$ cat config.mk
export PLATFORM = sky130hd
export DESIGN_NAME = filtro_sensores_flat
export DESIGN_NICKNAME = d
export VERILOG_FILES = /design/src/rtl/rega_pkg.sv /design/src/rtl/filtro_sensores_if.sv /design/src/rtl/debounce_canal.sv /design/src/rtl/filtro_sensores.sv /design/src/flat_wrapper.sv
export SDC_FILE = /design/constraint.sdc
export NUM_CORES = 1
export LEC_CHECK = 0
export ABC_CLOCK_PERIOD_IN_PS = 1350
export CORE_AREA = 3 3 62 64
export DETAILED_ROUTE_END_ITERATION = 6
export DIE_AREA = 0 0 65 67
export GPL_ROUTABILITY_DRIVEN = 0
export GPL_TIMING_DRIVEN = 0
export PLACE_DENSITY_LB_ADDON = 0.2
export SLEW_MARGIN = 10
export SYNTH_ARGS = -nofsm -noshare
export SYNTH_HDL_FRONTEND = slang
export SYNTH_SLANG_ARGS = --single-unit
$ cat constraint.sdc
create_clock -name Clk -period 1.35 [get_ports Clk]
set_input_delay 0.2025 -clock Clk [delete_from_list [all_inputs] [get_ports Clk]]
set_output_delay 0.2025 -clock Clk [all_outputs]
set_load 0.02 [all_outputs]
$ cat src/rtl/rega_pkg.sv
// Shared definitions for the irrigation sensor front-end.
// Holds the fault FSM state encoding, the default filter lengths and a
// helper that sizes saturating counters to the smallest width that can
// hold a given terminal count.
package rega_pkg;

  typedef enum logic [1:0] {
    OK       = 2'd0,
    SUSPEITA = 2'd1,
    FALHA    = 2'd2
  } falhaState_t;

  localparam int DEB_CYCLES_DEF   = 16;
  localparam int FALHA_CYCLES_DEF = 64;

  // Bits needed to represent values 0..maxVal.
  function automatic int cntWidth(input int maxVal);
    return $clog2(maxVal + 1);
  endfunction

endpackage

$ cat src/rtl/filtro_sensores_if.sv
// Sensor bundle between the field wiring / controller and filtro_sensores.
//   Us_raw, Bs_raw, Vs_raw, Adub_raw : raw asynchronous sensor levels
//   Clr_Falha                        : synchronous, level-sensitive fault clear
//   Us, Bs, Vs, Adub                 : filtered sensor levels
//   Us_sobe                          : one-cycle strobe on filtered Us rising
//   Falha                            : sticky reservoir inconsistency fault
// The master side drives the raw levels and the clear request; the slave
// side (the filter) drives the filtered results.
interface filtro_sensores_if;

  logic Us_raw;
  logic Bs_raw;
  logic Vs_raw;
  logic Adub_raw;
  logic Clr_Falha;
  logic Us;
  logic Bs;
  logic Vs;
  logic Adub;
  logic Us_sobe;
  logic Falha;

  modport master (
    output Us_raw, Bs_raw, Vs_raw, Adub_raw, Clr_Falha,
    input  Us, Bs, Vs, Adub, Us_sobe, Falha
  );

  modport slave (
    input  Us_raw, Bs_raw, Vs_raw, Adub_raw, Clr_Falha,
    output Us, Bs, Vs, Adub, Us_sobe, Falha
  );

endinterface

$ cat src/rtl/debounce_canal.sv
// One sensor channel: 2-flop synchronizer followed by a debounce counter.
// Ports:
//   Clk     : system clock
//   Rst     : asynchronous active-low reset
//   rawIn   : raw asynchronous level
//   filtOut : debounced, registered level
// The counter runs while the synchronized level disagrees with filtOut and
// clears on any agreeing cycle, so only an uninterrupted run of DEB_CYCLES
// disagreeing cycles flips the output.
module debounce_canal
  import rega_pkg::*;
#(
  parameter int DEB_CYCLES = DEB_CYCLES_DEF
) (
  input  logic Clk,
  input  logic Rst,
  input  logic rawIn,
  output logic filtOut
);

  localparam int            CNT_W    = cntWidth(DEB_CYCLES);
  localparam logic [CNT_W-1:0] CNT_LAST = CNT_W'(DEB_CYCLES - 1);
  localparam logic [CNT_W-1:0] CNT_ONE  = CNT_W'(1);

  logic             syncA;
  logic             syncB;
  logic [CNT_W-1:0] cnt;

  // The toggle fires on the cycle the count would reach DEB_CYCLES, so the
  // counter itself never exceeds DEB_CYCLES-1 and cannot wrap.
  always_ff @(posedge Clk or negedge Rst) begin
    if (!Rst) begin
      syncA   <= 1'b0;
      syncB   <= 1'b0;
      cnt     <= '0;
      filtOut <= 1'b0;
    end else begin
      syncA <= rawIn;
      syncB <= syncA;
      if (syncB == filtOut) begin
        cnt <= '0;
      end else if (cnt == CNT_LAST) begin
        filtOut <= ~filtOut;
        cnt     <= '0;
      end else begin
        cnt <= cnt + CNT_ONE;
      end
    end
  end

endmodule

$ cat src/rtl/filtro_sensores.sv
// Sensor filter for the irrigation controller.
// Ports:
//   Clk : system clock (single domain)
//   Rst : asynchronous active-low reset
//   bus : filtro_sensores_if slave (raw inputs, clear, filtered outputs)
// Four debounced channels, a rising-edge strobe on the soil dryness level
// and a fault FSM that flags a reservoir whose high float reads wet while
// the low float reads dry. While the fault is active both reservoir levels
// are forced to 0 so the controller stops demanding irrigation.
module filtro_sensores
  import rega_pkg::*;
#(
  parameter int DEB_CYCLES   = DEB_CYCLES_DEF,
  parameter int FALHA_CYCLES = FALHA_CYCLES_DEF
) (
  input logic              Clk,
  input logic              Rst,
  filtro_sensores_if.slave bus
);

  localparam int            FCNT_W    = cntWidth(FALHA_CYCLES);
  localparam logic [FCNT_W-1:0] FCNT_LAST = FCNT_W'(FALHA_CYCLES - 1);
  localparam logic [FCNT_W-1:0] FCNT_ONE  = FCNT_W'(1);

  logic usFilt;
  logic bsFilt;
  logic vsFilt;
  logic adubFilt;
  logic usDly;
  logic usSobe;
  logic inconsistent;
  logic falhaReg;

  falhaState_t       state;
  falhaState_t       nextState;
  logic [FCNT_W-1:0] falhaCnt;
  logic [FCNT_W-1:0] falhaCntNext;

  debounce_canal #(.DEB_CYCLES(DEB_CYCLES)) uUs (
    .Clk(Clk), .Rst(Rst), .rawIn(bus.Us_raw), .filtOut(usFilt)
  );

  debounce_canal #(.DEB_CYCLES(DEB_CYCLES)) uBs (
    .Clk(Clk), .Rst(Rst), .rawIn(bus.Bs_raw), .filtOut(bsFilt)
  );

  debounce_canal #(.DEB_CYCLES(DEB_CYCLES)) uVs (
    .Clk(Clk), .Rst(Rst), .rawIn(bus.Vs_raw), .filtOut(vsFilt)
  );

  debounce_canal #(.DEB_CYCLES(DEB_CYCLES)) uAdub (
    .Clk(Clk), .Rst(Rst), .rawIn(bus.Adub_raw), .filtOut(adubFilt)
  );

  // Judged on the unmasked filtered levels; the masked outputs would always
  // look consistent during a fault and clear it prematurely.
  assign inconsistent = vsFilt & ~bsFilt;

  // Strobe lands on the cycle after filtered Us rises; falling edges are
  // ignored because usFilt is 0 then.
  always_ff @(posedge Clk or negedge Rst) begin
    if (!Rst) begin
      usDly  <= 1'b0;
      usSobe <= 1'b0;
    end else begin
      usDly  <= usFilt;
      usSobe <= usFilt & ~usDly;
    end
  end

  // Fault FSM state, suspicion counter and the registered fault flag.
  // The flag is loaded from nextState so it tracks the state register
  // cycle-for-cycle without a decode path on the output.
  always_ff @(posedge Clk or negedge Rst) begin
    if (!Rst) begin
      state    <= OK;
      falhaCnt <= '0;
      falhaReg <= 1'b0;
    end else begin
      state    <= nextState;
      falhaCnt <= falhaCntNext;
      falhaReg <= (nextState == FALHA);
    end
  end

  // Next-state logic. The suspicion counter only advances while the
  // inconsistency persists and enters FALHA on the cycle it would reach
  // FALHA_CYCLES. Leaving FALHA needs the clear and a consistent reading
  // together, so a clear pressed during the fault is ignored.
  always_comb begin
    nextState    = state;
    falhaCntNext = falhaCnt;
    case (state)
      OK: begin
        falhaCntNext = '0;
        if (inconsistent) nextState = SUSPEITA;
      end
      SUSPEITA: begin
        if (!inconsistent) begin
          nextState    = OK;
          falhaCntNext = '0;
        end else if (falhaCnt == FCNT_LAST) begin
          nextState    = FALHA;
          falhaCntNext = '0;
        end else begin
          falhaCntNext = falhaCnt + FCNT_ONE;
        end
      end
      FALHA: begin
        falhaCntNext = '0;
        if (bus.Clr_Falha && !inconsistent) nextState = OK;
      end
      default: begin
        nextState    = OK;
        falhaCntNext = '0;
      end
    endcase
  end

  assign bus.Us      = usFilt;
  assign bus.Bs      = bsFilt & ~falhaReg;
  assign bus.Vs      = vsFilt & ~falhaReg;
  assign bus.Adub    = adubFilt;
  assign bus.Us_sobe = usSobe;
  assign bus.Falha   = falhaReg;

endmodule

$ cat src/flat_wrapper.sv
// flat-port wrapper written by rule: the top's interface ports become plain ports
module filtro_sensores_flat import rega_pkg::*;
#(
  parameter int DEB_CYCLES   = DEB_CYCLES_DEF,
  parameter int FALHA_CYCLES = FALHA_CYCLES_DEF
)
  (Clk, Rst, bus_Us_raw, bus_Bs_raw, bus_Vs_raw, bus_Adub_raw, bus_Clr_Falha, bus_Us, bus_Bs, bus_Vs, bus_Adub, bus_Us_sobe, bus_Falha);
  filtro_sensores_if bus_i ();
  input logic Clk;
  input logic Rst;
  input wire logic [$bits(bus_i.Us_raw)-1:0] bus_Us_raw;
  input wire logic [$bits(bus_i.Bs_raw)-1:0] bus_Bs_raw;
  input wire logic [$bits(bus_i.Vs_raw)-1:0] bus_Vs_raw;
  input wire logic [$bits(bus_i.Adub_raw)-1:0] bus_Adub_raw;
  input wire logic [$bits(bus_i.Clr_Falha)-1:0] bus_Clr_Falha;
  output wire logic [$bits(bus_i.Us)-1:0] bus_Us;
  output wire logic [$bits(bus_i.Bs)-1:0] bus_Bs;
  output wire logic [$bits(bus_i.Vs)-1:0] bus_Vs;
  output wire logic [$bits(bus_i.Adub)-1:0] bus_Adub;
  output wire logic [$bits(bus_i.Us_sobe)-1:0] bus_Us_sobe;
  output wire logic [$bits(bus_i.Falha)-1:0] bus_Falha;
  assign bus_i.Us_raw = bus_Us_raw;
  assign bus_i.Bs_raw = bus_Bs_raw;
  assign bus_i.Vs_raw = bus_Vs_raw;
  assign bus_i.Adub_raw = bus_Adub_raw;
  assign bus_i.Clr_Falha = bus_Clr_Falha;
  assign bus_Us = bus_i.Us;
  assign bus_Bs = bus_i.Bs;
  assign bus_Vs = bus_i.Vs;
  assign bus_Adub = bus_i.Adub;
  assign bus_Us_sobe = bus_i.Us_sobe;
  assign bus_Falha = bus_i.Falha;
  filtro_sensores #(.DEB_CYCLES(DEB_CYCLES), .FALHA_CYCLES(FALHA_CYCLES)) u_core (.Clk(Clk), .Rst(Rst), .bus(bus_i));
endmodule
* Yosys cells after proc, flatten, opt, wreduce, memory -nomap -nowiden
Cells that the tools add are included.
** Cells by class
- Add/sub/neg operators :: 5
- Multiplexer cells :: 16
- Equality and inequality tests :: 12
- Reductions and logical operators :: 7
- Bitwise gates (word level) :: 14
** Operator list (count)
- 5-bit two-way mux :: 8
- 7-bit two-way mux :: 3
- 5-bit by 1-bit adder with 5-bit output (second input constant) :: 4
- 5-bit by 4-bit equality test with 1-bit output (second input constant) :: 4
- 1-bit inverter :: 10
- 2-bit two-way mux :: 4
- 2-bit AND reduction :: 4
- 7-bit by 1-bit adder with 7-bit output (second input constant) :: 1
- 7-bit by 6-bit equality test with 1-bit output (second input constant) :: 1
- 2-bit case mux with 3 select lines :: 1
- 1-bit bitwise AND :: 4
- 1-bit equality test :: 4
- 2-bit equality test (second input constant) :: 2
- 2-bit by 1-bit equality test with 1-bit output (second input constant) :: 1
- 2-bit logical NOT :: 1
- 1-bit logical AND :: 1
- 1-bit logical NOT :: 1
** Storage, ports and cells
- Input bits :: 7
- Output and inout port bits :: 6
- Register bits after elaboration :: 44
- Logic and storage cells :: 75

* Depth between registers and ports, before layout
- Depth in word-level cells :: 7
- Mapped depth :: 4
- Depth with buffers taken out :: 4

* Modules after synthesis
A second synthesis with hierarchy kept.
** Unflattened totals
- Cell total of the unflattened synthesis :: 136
- Area total of the unflattened synthesis :: 1755.4 um^2
** By module, submodules not included
- debounce_canal :: cells each 23, area an instance 311.5 um^2, times used 4, seq. area each 200.2 um^2
- filtro_sensores :: cells each 44, area an instance 509.2 um^2, times used 1, seq. area each 300.3 um^2

* Least setup slack after synthesis
No wires, ideal clock.
- Kind :: register to register
- Start point :: register u_core.falhaCnt[0]
- End point :: register u_core.state[0]
- Period minus slack after synthesis :: 1.262 ns
- Cell stages (with the launch flop) :: 5
- Path buffers :: 0
- Library setup time :: 0.151 ns
- Setup slack :: 0.088 ns
- Required time :: 1.199 ns
- Data arrival time :: 1.111 ns
- Cells stage by stage :: dfrtp_1 ha_1 nand2_1 nor3_1 a2111oi_0
** On the way
- Word-level cells in the longest chain between the ends :: 4
** Ends and longest elaborated chain
- from (decl) :: RTL line filtro_sensores.sv:36 : logic [FCNT_W-1:0] falhaCnt;
- from (signal assigned) :: RTL line filtro_sensores.sv:81 : falhaCnt <= falhaCntNext;
- 7-bit by 6-bit equality test with 1-bit output :: RTL line filtro_sensores.sv:102 : end else if (falhaCnt == FCNT_LAST) begin
- 2-bit two-way mux :: RTL line filtro_sensores.sv:102
- 2-bit two-way mux :: RTL line filtro_sensores.sv:99 : if (!inconsistent) begin
- 2-bit case mux with 3 select lines :: RTL line filtro_sensores.sv:93 : case (state)
- named net u_core.nextState[0] :: RTL line filtro_sensores.sv:35 : falhaState_t nextState;
- to (signal assigned) :: RTL line filtro_sensores.sv:80 : state <= nextState;
- to (decl) :: RTL line filtro_sensores.sv:34 : falhaState_t state;
The timed path passes the listed nets, and every way through them passes these cells.
A chain may end at the register's enable or synchronous reset.

* Final worst setup path
- Start point :: register u_core.falhaReg, in the netlist u_core.bus.Falha
- End point :: output bus_Falha
** RTL lines
- from (decl) :: RTL line filtro_sensores.sv:32 : logic falhaReg;
- from (signal assigned) :: RTL line filtro_sensores.sv:82 : falhaReg <= (nextState == FALHA);
- to (decl) :: RTL line flat_wrapper.sv:21 : output wire logic [$bits(bus_i.Falha)-1:0] bus_Falha;
No word-level cell between the ends.

==> impl_metrics.tcl <==
set metrics [dict create \
    crit_type "flip-flop to output pin" \
    rows 21 \
    tritoncts "yes" \
    layout.cells.non_filler 212 \
    r2r-end "u_core.falhaCnt[5]" \
    dr_total_vias 1066 \
    crit_family "flip-flops" \
    cp_max_fo 3 \
    rsz0062_at_grt "false" \
    slew_violations 0 \
    synth_seq_area_share_pct 64.5 \
    leakage_uw 0.00102 \
    grt_max_degree 38 \
    r2r_start "u_core.falhaCnt[2]" \
    reg2reg_depth 3 \
    clk_pin_slew_ns 0.12 \
    fillers 292 \
    portBuffers 12 \
    insertion_delay_ns 0.34 \
    grt_pass1_vias 1073 \
    crit_buf_inv 1 \
    die_h_um 67 \
    nNetsFinal 178 \
    antenna_found_initial 0 \
    cp.required_ns 1.15 \
    place_hpwl_mm 1.90 \
    root_buffer "clkbuf_4" \
    powerDensity_mw_per_mm2 1040 \
    fmax_mhz 782 \
    cp-end-kind "output pin" \
    power_uw 2190 \
    synth.avg_cell_area_um2 12.7 \
    cts_max_path_buffers 2 \
    viasPerCell 5.03 \
    synthCells 135 \
    ios 13 \
    tightest_slew_ns 0.298 \
    finClkSkew_ns 0.00830 \
    dr.pass1.iters 4 \
    grtUsageTotal_pct 15.1 \
    totalWireLength_mm 2.82 \
    core-area_mm2 0.00334 \
    max-slew-margin-rel_pct 79.9 \
    drive_gt1_share_pct 23.5 \
    path_cells "dlygate4sd2_1" \
    startpoint_type "flip-flop" \
    yosysUniqueCellTypes 21 \
    hold_violations 0 \
    ant_nets 0 \
    overflow 0 \
    syn2layout_area_growth_pct 22.7 \
    die_width_um 65 \
    dp.cells 194 \
    grt_pass1_wl_mm 4.75 \
    syn-cell-area_mm2 0.00171 \
    period_share_pct 94.8 \
    syn_nets 147 \
    arrival_ns 1.08 \
    ys_seq_elements 44 \
    route.detailed.drc 0 \
    hold_path.class "input pin to async pin" \
    finalSetupTns_ns 0 \
    ff2ff_setup_slack_ns 0.07 \
    clock_sinks 44 \
    slowest_stage "dfrtp_1" \
    wl_per_cell_um 13.3 \
    dieArea_mm2 0.00436 \
    fin_crit_ns 1.28 \
    setup_viol 0 \
    n_antenna_cell 0 \
    numCtsBuffers 5 \
    outcome "completed" \
    dr.first_iter.drc_count 41 \
    ys_warn_count 0 \
    crit_path_max_incr_delay_ns 0.41 \
    peakVddDrop_uv 658 \
    start_util_pct 51.2 \
    ctsHtreeMaxLevel 2 \
    maxCapViolCount 0 \
]
==> kinds of logic (layout without fill, tap and decap cells) <==
logic type / after synthesis / count (layout) / share of synthesized area [%]
XOR/XNOR: 15 / 15 / 7.69
adder cells (fa/ha/maj): 5 / 5 / 3.66
multiplexers: 4 / 4 / 2.64
flip-flops: 44 / 44 / 64.5
AO/OA/AOI/OAI: 11 / 11 / 4.03
AND/OR/NAND/NOR: 52 / 52 / 16.6
buffers and inverters: 4 / 35 / 0.879
==> where the power goes <==
| group | leakage, µW | internal, µW | switching (µW) | total (µW) |
|---|---|---|---|---|
| Sequential | 0.000583 | 1360 | 28.5 | 1390 |
| Combinational | 0.000399 | 62.4 | 63.2 | 126 |
| Clock | 0.0000374 | 296 | 377 | 673 |
| Total | 0.00102 | 1720 | 469 | 2190 |
==> sequential cells by signal (all words and copies together) (netlist names) <==
| register | count |
|---|---|
| u_core.uAdub.cnt | 5 |
| u_core.bus.Falha | 1 |
| u_core.uVs.filtOut | 1 |
| u_core.uAdub.syncA | 1 |
| u_core.bus.Us_sobe | 1 |
| u_core.uBs.cnt | 5 |
| u_core.uBs.syncA | 1 |
| u_core.falhaCnt | 7 |
| u_core.uVs.syncB | 1 |
| u_core.uBs.filtOut | 1 |
| u_core.uBs.syncB | 1 |
| u_core.uUs.syncB | 1 |
| u_core.uUs.filtOut | 1 |
| u_core.uAdub.syncB | 1 |
| u_core.uUs.cnt | 5 |
| u_core.uAdub.filtOut | 1 |
| u_core.state | 2 |
| u_core.usDly | 1 |
| u_core.uUs.syncA | 1 |
| u_core.uVs.cnt | 5 |
| u_core.uVs.syncA | 1 |
==> through the flow <==
step                hold WS, ns  utilization, %  setup slack, ns  instance area (µm²)
finish                    0.221            62.8           0.0707                 2100
global route              0.201            62.8         0.000927                 2100
CTS                       0.217            59.8          0.00738                 1990
detailed placement       0.0630            57.0           -0.195                 1900
global placement          0.331            56.5           -0.969                 1890
floorplan               -0.0931               -           0.0880                 1710
==> how the worst max path moves through the flow <==
stage / cells after the start / end / from / slack, ns
6_report: 1 / bus_Falha / u_core.bus.Falha / 0.07
3_5_place_dp: 4 / u_core.state[0] / u_core.falhaCnt[0] / -0.19
4_1_cts: 3 / u_core.falhaCnt[5] / u_core.uBs.filtOut / 0.007
3_3_place_gp: 1 / u_core.bus.Falha / Rst / -0.97
5_1_grt: 4 / u_core.uUs.filtOut / u_core.uUs.cnt[0] / 0.0009
2_1_floorplan: 4 / u_core.state[0] / u_core.falhaCnt[0] / 0.09
==> layout make-up <==
cell class | count | area, µm² | area share [%]
clock buffers | 7 | 65.1 | 3.10
repair buffers | 24 | 205 | 9.79
multi-input cells | 87 | 649 | 31.0
inverters | 4 | 15.0 | 0.716
well taps | 46 | 57.6 | 2.75
flip-flops and latches | 44 | 1100 | 52.7
==> routing by layer <==
metal	share of wire [%]	GRT usage, %	routed length (µm)
met1	40	16.3	1140
met2	54	25.7	1530
met3	3.7	5.06	103
met4	1.6	8.71	45
met5	0	0	0
==> cells in the final DEF (no fill, tap or decap), types with 2 or more instances in the layout <==
master / netlist / layout
dfrtp_1: 44 / 42
ha_1: 5 / 3
clkbuf_8: 0 / 2
o21ai_0: 7 / 5
nor2b_1: 2 / 2
buf_4: 0 / 11
nand3_1: 11 / 8
nor3_1: 3 / 2
and2_1: 7 / 7
dlygate4sd2_1: 0 / 2
buf_2: 0 / 2
and3_1: 4 / 4
clkdlybuf4s50_1: 0 / 5
a32o_1: 2 / 2
nand2_1: 3 / 2
o21ai_1: 0 / 2
nor2_1: 18 / 17
inv_1: 4 / 3
mux2_2: 4 / 4
ha_4: 0 / 2
dfrtp_2: 0 / 2
clkbuf_4: 0 / 5
nand3_2: 0 / 3
xor2_1: 14 / 14
==> synth_stat cells, drive strengths merged <==
library cell | count | area [µm²]
a2111oi | 1 | 8.76
a21oi | 1 | 5.00
a32o | 2 | 20.0
and2 | 7 | 43.8
and3 | 4 | 25.0
and4bb | 1 | 12.5
dfrtp | 44 | 1100
ha | 5 | 62.6
inv | 4 | 15.0
mux2 | 4 | 45.0
nand2 | 3 | 11.3
nand2b | 1 | 6.26
nand3 | 11 | 55.1
nand4bb | 1 | 27.5
nor2 | 18 | 67.6
nor2b | 2 | 12.5
nor3 | 3 | 15.0
o21ai | 7 | 35.0
or4 | 1 | 7.51
xnor2 | 1 | 8.76
xor2 | 14 | 123
==> repair_timing <==
| action | 4_1_cts | 5_1_grt |
|---|---|---|
| pin swaps | 1 | 7 |
| setup buffers | 2 | 8 |
| gates resized for setup | 19 | 14 |
| hold buffers | 1 | 0 |
| endpoints found under the hold margin | 44 | 0 |
| setup endpoints to repair | 12 | 14 |
(Power assumes the default switching activity.)
